--- config.mk ---
export PLATFORM = sky130hd
export DESIGN_NAME = seq_divider
export DESIGN_NICKNAME = d
export VERILOG_FILES = /design/src/rtl/seq_divider.sv
export SDC_FILE = /design/constraint.sdc
export NUM_CORES = 1
export LEC_CHECK = 0
export ABC_AREA = 0
export CORE_ASPECT_RATIO = 0.9
export CORE_MARGIN = 2
export CORE_UTILIZATION = 54
export DETAILED_ROUTE_END_ITERATION = 12
export GPL_TIMING_DRIVEN = 0
export PLACE_DENSITY = 0.8
export SLEW_MARGIN = 40
export SYNTH_ARGS = -nofsm -noshare
export SYNTH_HDL_FRONTEND = slang
export SYNTH_SLANG_ARGS = --single-unit
--- constraint.sdc ---
create_clock -name aclk -period 3.9 [get_ports aclk]
set_input_delay 0.78 -clock aclk [delete_from_list [all_inputs] [get_ports aclk]]
set_output_delay 0.78 -clock aclk [all_outputs]
set_load 0.02 [all_outputs]
--- src/rtl/seq_divider.sv ---
// Sequential 32-bit restoring divider: one quotient bit per cycle, fixed 34-cycle latency.
// Operands arrive on two AXI-Stream-style channels; result is a one-cycle strobe.
module seq_divider #(
  parameter int SIGNED = 0
) (
  input  logic        aclk,
  input  logic        aresetn,
  input  logic        s_axis_divisor_tvalid,
  input  logic [31:0] s_axis_divisor_tdata,
  output logic        s_axis_divisor_tready,
  input  logic        s_axis_dividend_tvalid,
  input  logic [31:0] s_axis_dividend_tdata,
  output logic        s_axis_dividend_tready,
  output logic        m_axis_dout_tvalid,
  output logic [63:0] m_axis_dout_tdata
);

  typedef enum logic [1:0] {IDLE, CALC, FIX} state_t;

  state_t      state;
  logic        ready_q;
  logic [4:0]  count;
  logic [31:0] rem;
  logic [31:0] quo;
  logic [31:0] dvs_mag;
  logic        neg_dvd;
  logic        neg_dvs;

  logic        accept;
  logic [31:0] dvd_in_mag;
  logic [31:0] dvs_in_mag;
  logic [32:0] partial;
  logic [32:0] trial;
  logic        borrow;
  logic [31:0] q_fix;
  logic [31:0] r_fix;

  // ready_q is only ever set in IDLE, so it doubles as the state qualifier.
  assign accept                 = ready_q && s_axis_divisor_tvalid && s_axis_dividend_tvalid;
  assign s_axis_divisor_tready  = ready_q && aresetn;
  assign s_axis_dividend_tready = ready_q && aresetn;

  always_comb begin
    dvd_in_mag = s_axis_dividend_tdata;
    dvs_in_mag = s_axis_divisor_tdata;
    if ((SIGNED != 0) && s_axis_dividend_tdata[31]) dvd_in_mag = -s_axis_dividend_tdata;
    if ((SIGNED != 0) && s_axis_divisor_tdata[31])  dvs_in_mag = -s_axis_divisor_tdata;
  end

  // The partial remainder is always below the divisor, so its 33-bit shifted form
  // minus the divisor fits in 33 bits and bit 32 is exactly the borrow.
  always_comb begin
    partial = {rem, quo[31]};
    trial   = partial - {1'b0, dvs_mag};
    borrow  = trial[32];
  end

  // A zero divisor keeps the all-ones quotient regardless of operand signs.
  always_comb begin
    q_fix = quo;
    r_fix = rem;
    if ((neg_dvd != neg_dvs) && (dvs_mag != 32'd0)) q_fix = -quo;
    if (neg_dvd) r_fix = -rem;
  end

  always_ff @(posedge aclk) begin
    // NOTE: every register here uses <= so all updates see pre-edge values.
    if (!aresetn) begin
      state              <= IDLE;
      ready_q            <= 1'b0;
      count              <= 5'd0;
      rem                <= 32'd0;
      quo                <= 32'd0;
      dvs_mag            <= 32'd0;
      neg_dvd            <= 1'b0;
      neg_dvs            <= 1'b0;
      m_axis_dout_tvalid <= 1'b0;
      m_axis_dout_tdata  <= 64'd0;
    end else begin
      m_axis_dout_tvalid <= 1'b0;
      case (state)
        IDLE: begin
          ready_q <= 1'b1;
          if (accept) begin
            rem     <= 32'd0;
            quo     <= dvd_in_mag;
            dvs_mag <= dvs_in_mag;
            neg_dvd <= (SIGNED != 0) && s_axis_dividend_tdata[31];
            neg_dvs <= (SIGNED != 0) && s_axis_divisor_tdata[31];
            count   <= 5'd0;
            ready_q <= 1'b0;
            state   <= CALC;
          end
        end
        CALC: begin
          rem   <= borrow ? partial[31:0] : trial[31:0];
          quo   <= {quo[30:0], ~borrow};
          count <= count + 5'd1;
          if (count == 5'd31) state <= FIX;
        end
        FIX: begin
          m_axis_dout_tdata  <= {q_fix, r_fix};
          m_axis_dout_tvalid <= 1'b1;
          ready_q            <= 1'b1;
          state              <= IDLE;
        end
        default: state <= IDLE;
      endcase
    end
  end

endmodule
Word level (Yosys, flattened, before mapping)
Index checks and enable logic that the tools add are counted.
{"block": "totals", "out_inout_bits": 67, "elab_cells": 38, "register_bits": 169, "in_bits": 68}
{"block": "classes", "n_bitwise": 1, "muxes": 13, "eq_ne": 5, "addsub": 2, "reduce_logical": 9}
{"cell": "$pmux W32 S2", "count": 2}
{"cell": "$mux W32", "count": 3}
{"cell": "$sub A33 B32 Y33", "count": 1}
{"cell": "$pmux W5 S2", "count": 1}
{"cell": "$reduce_and A2 Y1", "count": 3}
{"cell": "$add A5 B1 Y5 const B", "count": 1}
{"cell": "$eq A5 B5 Y1 const B", "count": 1}
{"cell": "$mux W5", "count": 1}
{"cell": "$mux W2", "count": 2}
{"cell": "$ne A2 B2 Y1 const B", "count": 2}
{"cell": "$pmux W2 S2", "count": 1}
{"cell": "$reduce_bool A2 Y1", "count": 2}
{"cell": "$logic_and A1 B1 Y1", "count": 3}
{"cell": "$eq A2 B1 Y1 const B", "count": 1}
{"cell": "$eq A2 B2 Y1 const B", "count": 1}
{"cell": "$logic_not A2 Y1", "count": 1}
{"cell": "$mux W1", "count": 2}
{"cell": "$pmux W1 S2", "count": 1}
{"cell": "$not A1 Y1", "count": 1}

Longest topological paths before layout
{"block": "logic_depth", "depth_word": 4, "ltp_mapped": 15, "ltp_nobuf": 13}

Least setup slack after synthesis
No wires, ideal clock.
{"block": "synth_timing", "path_type": "flip-flop to flip-flop", "from": "reg quo[31]", "to": "reg rem[10]", "path_stages_with_launch": 16, "path_buffers": 2, "t_arrival_ps": 2681, "t_required_ps": 3772, "setup_time_ps": 128, "synth_period_minus_slack_ps": 2808, "path_slack_ps": 1092, "cell_sequence": "dfxtp_1 > inv_1 > ha_1 > inv_1 > fa_1 > a211oi_1 > o211ai_1 > a22oi_2 > o31ai_2 > a31oi_1 > a21oi_1 > xnor2_1 > buf_6 > buf_6 > mux2i_1 > o21ai_1"}
{"block": "synth_between", "elab_chain_cells": 3}
{"element": "from (decl)", "line_no": "24", "rtl": "logic [31:0] quo;"}
{"element": "from (signal assigned)", "line_no": "86", "rtl": "quo <= dvd_in_mag;"}
{"element": "from (signal assigned)", "line_no": "97", "rtl": "quo <= {quo[30:0], ~borrow};"}
{"element": "$sub A33 B32 Y33", "line_no": "54", "rtl": "trial = partial - {1'b0, dvs_mag};"}
{"element": "$mux W32", "line_no": "96", "rtl": "rem <= borrow ? partial[31:0] : trial[31:0];"}
{"element": "$pmux W32 S2", "line_no": "81", "rtl": "case (state)"}
{"element": "to (signal assigned)", "line_no": "96"}
{"element": "to (decl)", "line_no": "23", "rtl": "logic [31:0] rem;"}
Every way passes these cells.
A chain may end at the register's enable or synchronous reset.

Worst setup path in the final report
{"block": "layout_timing", "from": "in aresetn", "to": "out s_axis_divisor_tready"}
{"block": "layout_between", "elab_chain_cells": 1}
{"element": "from (decl)", "line_no": "7", "rtl": "input logic aresetn,"}
{"element": "$logic_and A1 B1 Y1", "line_no": "40", "rtl": "assign s_axis_divisor_tready = ready_q && aresetn;"}
{"element": "to (decl)", "line_no": "10", "rtl": "output logic s_axis_divisor_tready,"}
Every way passes these cells.

==> metrics.md <==
| Metric | Value |
|---|---|
| CP arrival | `2.97 ns` |
| Power, Total | `6.196 mW` |
| Site Rows | `43` |
| DR vias | `7,879` |
| # hold bufs at CTS | `0` |
| Hold crit path type | `reg -> reg` |
| Critical-path cell list | `clkdlybuf4s50_1 > clkbuf_2 > clkbuf_2 > and2_1 > buf_4 > clkdlybuf4s50_1` |
| Slowest stage delay, CP | `0.58 ns` |
| Max Cap Violations | `0` |
| Die W | `136.4 µm` |
| Leakage power | `4.334 nW` |
| Multi-input gate area | `4682 µm²` |
| Critical path's slowest cell | `clkdlybuf4s50_1` |
| First-pass GRT wire length | `36,740 µm` |
| H-tree levels | `4` |
| Number of enable flip-flop cells after synthesis | `0` |
| Min Hold Slack | `0.4612 ns` |
| Max-slew violations | `0` |
| FILL cells | `1,320` |
| Drt wl/cell | `15.86 µm` |
| Clock sinks | `169` |
| Hold depth | `2` |
| Peak supply drop | `0.0005754 V` |
| Worst slack at placement | `-0.2422 ns` |
| HPWL after DPL | `16,980 µm` |
| TritonCTS Buffers | `17` |
| Logic pwr share | `42.3%` |
| Final Hold Viols | `0` |
| IO buf count | `134` |
| Storage cell area | `3383 µm²` |
| Ys Warns | `0` |
| Die area | `16,800 µm²` |
| Worst Setup End Kind | `output pin` |
| Setup TNS | `0 ns` |
| Avg Inst Size Synth | `7.961 µm²` |
| Internal power | `4.042 mW` |
| DRC viols | `0` |
| Most used DFF post-synth | `dfxtp_1` |
| Sequential power share | `30.3%` |
| Fin crit share | `96.03%` |
| Largest net degree at the start of global routing | `17` |
| Vias in the first global route | `7,503` |
| Syn-to-layout area delta | `25.65%` |
| Power per cell area | `578.9 nW/µm²` |
| Diode count | `0` |
| Cells after synthesis | `1,070` |
| ANT nets after route | `0` |
| Worst setup margin | `0.1549 ns` |
| Util after Layout | `69.31%` |
| Gr ovfl total | `0` |
| CTS clk-pin slew, worst paths | `0.06 ns` |
| GPL Wtd Cong | `0.8999` |
| Vias per cell | `5.483` |
| CP Class | `in -> out` |
| Core ar. | `15,440 µm²` |
| Ys async rst share | `0%` |
| Cts repair resizes | `2` |
| Clock Tree Buf Depth | `2` |
| # IOs | `135` |
| Critical Path RT | `3.12 ns` |
| Worst-path fanout max | `10` |
| Maximum clock rate | `267.0 MHz` |
| Post-Syn Nets | `1,173` |
| Setup Fix Bufs, Post-CTS | `0` |
| Routed Wire Length | `22,790 µm` |
| Post-synthesis sequential area ratio | `39.72%` |
| Cell area after synthesis | `8518 µm²` |
| Gr usage total | `27.64%` |
| Net Sw Frac | `34.76%` |
| Yosys cell types | `53` |
| Die Span Y | `123.2 µm` |
| Nets | `1,326` |
| Status | `complete, no violations` |
| Yosys reg bits | `169` |
| Layout cells sized above 1 | `3.644%` |
| Clock Latency Late Sink | `0.43 ns` |
| Fin crit period | `3.745 ns` |
| Tightest Pin Transition | `0.7438 ns` |
| Unrepaired setup endpoints after global routing | `no` |
| CTS root buffer | `clkbuf_16` |
| Max transition margin | `50.42%` |
| Clock skew | `0.01211 ns` |
| Initial drt markers | `495` |
| Net switching power | `2.153 mW` |
| Initial antenna violation count | `0` |
| R2R depth | `15` |
| Initial Util | `55.17%` |
| DRT Pass-1 Iters | `5` |
| CTS tree | `yes` |
| Startpoint Class | `primary input` |
| Final setup fails | `0` |
| Clk pwr share | `27.4%` |
-- power groups by stage --
stage	Combinational [mW]	Sequential, mW	Clock, mW
finish	2.62	1.88	1.70
global route	2.84	1.89	1.79
CTS	2.61	1.88	1.71
detailed placement	2.58	1.91	0
global placement	2.57	1.91	0
floorplan	2.07	1.89	0
-- cell usage in the layout, fill, tap and decap left out, types with 13 or more instances in the layout --
master,count
a21oi_1,34
nand3_1,45
nor2_1,30
o211a_1,32
mux2i_1,26
ha_1,34
o21ai_1,26
inv_1,40
xnor2_1,19
clkbuf_1,51
clkbuf_16,17
a21boi_0,101
dfxtp_1,169
clkdlybuf4s50_1,134
buf_1,13
o21ai_0,25
nand2_1,311
-- final timing paths --
kind                                           start                                 end  slack [ns]
setup / recovery                             aresetn               s_axis_divisor_tready        0.15
hold reg to reg   m_axis_dout_tdata[12]$_SDFFE_PN0P_  m_axis_dout_tdata[12]$_SDFFE_PN0P_        0.46
hold / removal    m_axis_dout_tdata[12]$_SDFFE_PN0P_  m_axis_dout_tdata[12]$_SDFFE_PN0P_        0.46
setup reg to reg                quo[31]$_SDFFE_PN0P_                rem[20]$_SDFFE_PN0P_        0.29
-- synthesized netlist by cell type (3+ instances only) --
library cell	instances	area, µm²
nor2b_1	7	43.79
o21ai_1	26	130.1
o211a_1	32	320.3
o21a_1	3	22.52
clkbuf_1	51	191.4
a31oi_1	3	18.77
nor2_1	30	112.6
buf_6	4	45.04
and3_1	5	31.28
xnor2_1	19	166.4
o31ai_1	3	22.52
inv_1	40	150.1
buf_1	13	48.80
nor3_1	4	20.02
mux2i_1	26	260.3
and2_1	7	43.79
o21ai_0	25	125.1
a21boi_0	101	758.2
a21oi_1	34	170.2
a211oi_1	5	37.54
dfxtp_1	169	3383
or3_1	3	18.77
nand2_1	311	1167
nand4_1	6	37.54
nand3_1	45	225.2
ha_1	34	425.4
o211ai_1	7	52.55
nand2b_1	7	43.79
xor2_1	8	70.07
a21o_1	11	82.58
-- state kept, by name, summed over array words and instances, names as in the netlist --
signal and cells:
state 2, count 5, quo 32, dvs_mag 32, rem 32, m_axis_dout_tdata 64, m_axis_dout_tvalid 1, ready_q 1
-- cells by family after synthesis --
kind of cell	count (synthesis)	synth area share [%]
simple gates	428	20.73
compound gates	272	22.91
flops	169	39.72
buf+inv	111	5.317
mux	28	3.320
fa+ha+maj	35	5.229
xor+xnor	27	2.776
-- layer usage --
layer | vias up | global-route usage (%) | part of all wire, %
li1 | 3950 | - | -
met1 | 3701 | 38.34 | 48
met2 | 195 | 43.97 | 46
met3 | 33 | 4.879 | 4.1
met4 | 0 | 8.659 | 2.0
met5 | - | 0 | 0
-- area by class of cell --
type | instances | area share (%)
inverters | 40 | 1.403
well taps | 202 | 2.361
plain buffers | 71 | 2.852
clock buffers | 22 | 4.431
multi-input cells | 790 | 43.75
flip-flops and latches | 169 | 31.61
clock inverters | 9 | 1.064
repair buffers | 134 | 12.53
-- critical path: cells and delay by family --
kind / cells / cell delay, ns
simple gates: 1 / 0.23
buf+inv: 5 / 1.94
-- per-stage QoR --
step	instance area (µm²)	cells
2_1_floorplan	8518	1070
3_3_place_gp	10110	1406
3_5_place_dp	10110	1406
4_1_cts	10700	1437
5_1_grt	10700	1437
6_report	10700	1437
Note: power is estimated with default switching activity, not from simulation.
